## config.mk

```make
export PLATFORM = sky130hd
export DESIGN_NAME = data_mem_arbiter
export DESIGN_NICKNAME = d
export VERILOG_FILES = /design/src/rtl/data_mem_arbiter.sv
export SDC_FILE = /design/constraint.sdc
export NUM_CORES = 1
export LEC_CHECK = 0
export CAP_MARGIN = 20
export CORE_MARGIN = 5
export CORE_UTILIZATION = 34
export DETAILED_ROUTE_END_ITERATION = 10
export MAX_ROUTING_LAYER = met4
export PLACE_DENSITY = 0.84
export SLEW_MARGIN = 20
export SYNTH_ARGS = -nofsm -noshare
export SYNTH_HDL_FRONTEND = slang
export SYNTH_SLANG_ARGS = --single-unit
export TNS_END_PERCENT = 100
```

## constraint.sdc

```tcl
create_clock -name clk -period 2.4 [get_ports clk]
set_clock_uncertainty 0.15 [all_clocks]
set_input_delay 0.48 -clock clk [delete_from_list [all_inputs] [get_ports clk]]
set_output_delay 0.48 -clock clk [all_outputs]
set_load 0.01 [all_outputs]
```

## src/rtl/data_mem_arbiter.sv

```systemverilog
// data_mem_arbiter: shares the single-port data memory between the MEM stage
// and the debug dump engine. The pipeline has priority. A starvation counter
// forces a one-cycle pipeline stall so that the dump always makes progress.
//
// state   | meaning
// --------+------------------------------------------------------------
// IDLE    | no dump in progress, waiting for i_dbg_start
// REQ     | waiting for a free memory slot to read the current address
// WAIT    | debug read issued, memory data arrives this cycle
// PRESENT | word held on o_dbg_* until the consumer accepts it
// DONE    | last word accepted, emit done pulse and return to IDLE

module data_mem_arbiter #(
  parameter int ADDR_W       = 5,
  parameter int DATA_W       = 32,
  parameter int N_WORDS      = 32,
  parameter int STARVE_LIMIT = 8
) (
  input  logic              clk,
  input  logic              i_rst_n,
  input  logic              i_pipe_read,
  input  logic              i_pipe_write,
  input  logic [ADDR_W-1:0] i_pipe_addr,
  input  logic [DATA_W-1:0] i_pipe_data,
  output logic [DATA_W-1:0] o_pipe_data,
  output logic              o_pipe_stall,
  output logic              o_mem_read,
  output logic              o_mem_wenable,
  output logic [ADDR_W-1:0] o_mem_address,
  output logic [DATA_W-1:0] o_mem_data,
  input  logic [DATA_W-1:0] i_mem_data,
  input  logic              i_dbg_start,
  input  logic              i_dbg_ready,
  output logic              o_dbg_valid,
  output logic [DATA_W-1:0] o_dbg_word,
  output logic [ADDR_W-1:0] o_dbg_addr,
  output logic              o_dbg_busy,
  output logic              o_dbg_done
);

  localparam logic [2:0] S_IDLE    = 3'd0;
  localparam logic [2:0] S_REQ     = 3'd1;
  localparam logic [2:0] S_WAIT    = 3'd2;
  localparam logic [2:0] S_PRESENT = 3'd3;
  localparam logic [2:0] S_DONE    = 3'd4;

  localparam int                CNT_W     = $clog2(STARVE_LIMIT + 1);
  localparam logic [CNT_W-1:0]  LIMIT     = CNT_W'(STARVE_LIMIT);
  localparam logic [ADDR_W-1:0] LAST_ADDR = ADDR_W'(N_WORDS - 1);

  logic [2:0]        r_state;
  logic [ADDR_W-1:0] r_addr;
  logic [CNT_W-1:0]  r_starve;
  logic              r_valid;
  logic [DATA_W-1:0] r_word;
  logic [ADDR_W-1:0] r_dbg_addr;
  logic              r_busy;
  logic              r_done;

  logic w_pipe_req;
  logic w_in_req;
  logic w_stall;
  logic w_grant;

  assign w_pipe_req = i_pipe_read | i_pipe_write;
  assign w_in_req   = (r_state == S_REQ);
  // Once the dump has been blocked STARVE_LIMIT cycles, steal this one slot.
  assign w_stall    = w_in_req && (r_starve == LIMIT);
  assign w_grant    = w_in_req && (!w_pipe_req || w_stall);

  assign o_pipe_stall = i_rst_n & w_stall;
  // Load data passes straight through; during reset everything reads as 0.
  assign o_pipe_data  = i_rst_n ? i_mem_data : '0;
  assign o_dbg_valid  = r_valid;
  assign o_dbg_word   = r_word;
  assign o_dbg_addr   = r_dbg_addr;
  assign o_dbg_busy   = r_busy;
  assign o_dbg_done   = r_done;

  // Memory port mux: debug read when granted, otherwise the pipeline passes through.
  always_comb begin
    o_mem_read    = 1'b0;
    o_mem_wenable = 1'b0;
    o_mem_address = '0;
    o_mem_data    = '0;
    if (i_rst_n) begin
      if (w_grant) begin
        o_mem_read    = 1'b1;
        o_mem_address = r_addr;
      end else if (w_pipe_req) begin
        // A simultaneous read and write is treated as a write.
        o_mem_wenable = i_pipe_write;
        o_mem_read    = i_pipe_read & ~i_pipe_write;
        o_mem_address = i_pipe_addr;
        o_mem_data    = i_pipe_data;
      end
    end
  end

  // Starvation counter: counts blocked REQ cycles, cleared on grant or outside REQ.
  always_ff @(posedge clk) begin
    if (!i_rst_n || !w_in_req || w_grant) begin
      r_starve <= '0;
    end else begin
      r_starve <= r_starve + CNT_W'(1);
    end
  end

  // Dump sequencer FSM and its registered debug outputs.
  always_ff @(posedge clk) begin
    if (!i_rst_n) begin
      r_state    <= S_IDLE;
      r_addr     <= '0;
      r_valid    <= 1'b0;
      r_word     <= '0;
      r_dbg_addr <= '0;
      r_busy     <= 1'b0;
      r_done     <= 1'b0;
    end else begin
      r_done <= 1'b0;
      case (r_state)
        S_IDLE: begin
          if (i_dbg_start) begin
            r_state <= S_REQ;
            r_addr  <= '0;
            r_busy  <= 1'b1;
          end
        end
        S_REQ: begin
          if (w_grant) begin
            r_state <= S_WAIT;
          end
        end
        S_WAIT: begin
          r_word     <= i_mem_data;
          r_dbg_addr <= r_addr;
          r_valid    <= 1'b1;
          r_state    <= S_PRESENT;
        end
        S_PRESENT: begin
          if (r_valid && i_dbg_ready) begin
            r_valid <= 1'b0;
            // Terminal check comes first, so the address never wraps.
            if (r_addr == LAST_ADDR) begin
              r_state <= S_DONE;
            end else begin
              r_addr  <= r_addr + ADDR_W'(1);
              r_state <= S_REQ;
            end
          end
        end
        S_DONE: begin
          r_done  <= 1'b1;
          r_busy  <= 1'b0;
          r_state <= S_IDLE;
        end
        default: begin
          r_state <= S_IDLE;
        end
      endcase
    end
  end

endmodule

```

==> results_dict.tcl <==
set metrics [dict create \
    grt_max_degree 40 \
    die_width_um 96.18 \
    cellLeakagePower_nw 1.915 \
    routedWlPerCell_um 15.75 \
    finalHoldViolations 0 \
    place_area_sq_um 4561 \
    slowest_delay_ns 0.41 \
    post-route-period-util 1.003 \
    synth_enable_flop_cells 0 \
    numCtsBuffers 5 \
    drtIter0Drc 70 \
    antenna_found_initial 0 \
    failed_checks "setup timing" \
    detail_route.vias_per_cell 4.714 \
    tightest_slew_ns 0.7447 \
    postSynth.asyncResetShare 0 \
    die-area_sq_um 9250 \
    dpl.cell_count 613 \
    swShare 0.2583 \
    finalSetupTns_ns -0.006772 \
    vdd_drop_max_mv 0.2893 \
    pre_cts_ws_ns -0.4978 \
    initial_core_util 0.3481 \
    layout-drive-gt1-share 0.2258 \
    min_path_type "reg2reg" \
    slowest_stage "or3b_4" \
    grt-ovfl-total 0 \
    synth_seq_cells 52 \
    io_buffers 186 \
    final_cell_mix "clkdlybuf4s50_1, nand2_1, dfxtp_1, a21oi_1, and2_1" \
    pwr-share-comb 0.289 \
    yosys_most_used_dff "dfxtp_1" \
    first_pass_iters 4 \
    synthAdderAreaFrac 0.01982 \
    ctsHoldBuffers 0 \
    grt_usage 0.1984 \
    boundaryPins 187 \
    synth.avg_cell_area_sq_um 7.675 \
    clockBufferDepth 2 \
    rsz0062_at_grt "yes" \
    cp_max_fo 6 \
    diodes 0 \
    hold_depth 2 \
    drtAntennaViolNets 0 \
    fmax_mhz 415.5 \
    place_congestion 0.7780 \
    drv.max_cap_violation_count 0 \
    mostFrequentLayoutCell "clkdlybuf4s50_1" \
    synthXorXnorAreaFrac 0.006938 \
    ys_types 38 \
    worstSetupStartpointType "flip-flop" \
    worstPathCellList "or3b_4 > o211a_4 > buf_6 > a32o_1 > buf_2" \
    synth.area.mux_share 0 \
    post_layout_nonfiller_instances 626 \
    design_area_sq_um 4877 \
    final_nets 605 \
    syn_inst 329 \
    netlist_area_sq_um 2525 \
    vias 2951 \
    synth_top_family_by_area "simple AND/OR/NAND/NOR gates" \
    area_delta_synth_final_pct 93.16 \
    grt_pass1_vias 2887 \
    synth_nets 408 \
    critPathArrivalTime_ns 1.78 \
    synthSimpleGateAreaFrac 0.3766 \
    yosysSeqAreaShare 0.4123 \
    cts_tree "built" \
    final_util 0.6724 \
    finalSetupViolCount 1 \
    core_area_sq_um 7253 \
    power.density_nw_per_um2 405.1 \
    root_buffer "clkbuf_8" \
    yosys_warnings 0 \
    p_sw_mw 0.5103 \
    post-route-min-period_ns 2.407 \
    crit_type "reg2out" \
    drc 0 \
    htree_levels 2 \
    internal_power_mw 1.465 \
    layout_setup_ws_ns -0.006772 \
    reg2reg_depth 6 \
    place_hpwl_mm 7.109 \
    rows 31 \
    synth-compound-area-share 0.1368 \
    grt_pass1_wl_mm 13.95 \
    cts.clk_slew.worst_paths_ns 0.10 \
    crit_path_end_kind "output pin" \
    status "complete, but fails checks" \
    wirelength_mm 9.861 \
    cp.required_ns 1.77 \
    clk_latency_ns 0.30 \
    cts_sinks 52 \
    seqPwrFrac 0.452 \
    relSlewSlack 0.5035 \
    finalMaxSlewViolations 0 \
    fp.dieH_um 96.18 \
    pwr-share-clk 0.259 \
]
[sequential cells by signal, indices dropped and copies added (netlist names)]
register     count
o_dbg_busy       1
o_dbg_valid      1
r_state          3
r_starve         4
o_dbg_addr       5
o_dbg_word      32
r_addr           5
o_dbg_done       1
[power groups by stage]
stage                     registers, mW  logic [mW]  clock network [mW]
after floorplan                   0.920       0.170                   0
after global placement            0.911       0.498                   0
after detailed placement          0.912       0.507                   0
after CTS                         0.892       0.519               0.530
after global routing              0.896       0.609               0.564
final                             0.892       0.572               0.512
[timing repair]
action                     in CTS  in global routing
cloned                          1                  2
setup endpoints to repair      72                 52
buffers inserted                2                  0
resized for setup             148                 97
pin swaps                       2                 21
[path summary, 6_finish.rpt]
path | startpoint | end | slack [ns]
max | r_state[1]$_SDFFE_PN0P_ | o_mem_address[2] | -0.007
min reg2reg | o_dbg_word[27]$_SDFFE_PN0P_ | o_dbg_word[27]$_SDFFE_PN0P_ | 0.31
max reg2reg | r_addr[0]$_SDFFE_PN0P_ | r_addr[3]$_SDFFE_PN0P_ | 0.16
min | o_dbg_word[27]$_SDFFE_PN0P_ | o_dbg_word[27]$_SDFFE_PN0P_ | 0.31
[cells by family (layout without fill, tap and decap cells)]
family	Yosys count	after routing
AO/OA/AOI/OAI	59	59
XOR/XNOR	2	2
adder cells (fa/ha/maj)	4	4
buffers and inverters	25	223
flip-flops	52	52
AND/OR/NAND/NOR	187	187
[per-stage QoR]
step                hold WS [ns]  total power, mW
finish                    0.3076            1.976
CTS                       0.3084            1.940
detailed placement        0.2960            1.419
global placement          0.2917            1.409
global route              0.3393            2.069
floorplan                 0.2800            1.091
[synth_stat cells, drive strengths merged, types with 3 or more instances]
master  number  area [sq um]
dfxtp       52          1041
nor2        10         37.54
ha           4         50.05
and2        64         400.4
nor3b        3         32.53
and3         4         25.02
buf         11         67.56
inv          3         11.26
a21oi       41         205.2
nand3        5         25.02
o21ai        9         45.04
nand2       87         326.6
clkbuf      10         37.54
[metal layers]
metal	GRT usage	vias up	share of wire
met4	0.03436	0	0.0049
li1	-	1469	-
met3	0.04066	6	0.057
met5	-	-	0
met1	0.2127	1395	0.37
met2	0.3767	81	0.56
[worst max-delay path, delay by kind of cell, from the launching register on]
family          cells  cell delay, ns
simple gates        1            0.41
flops               1            0.32
compound gates      2            0.47
buf+inv             2            0.28
[final cells by class]
class | instances | area (sq um)
Fill cell | 596 | 2376
Clock inverter | 1 | 7.507
Multi-Input combinational cell | 252 | 1496
Clock buffer | 7 | 86.33
Tap cell | 99 | 123.9
Sequential cell | 52 | 1042
Inverter | 4 | 15.01
Timing Repair Buffer | 211 | 2106
Note: power is estimated with default switching activity, not from simulation.
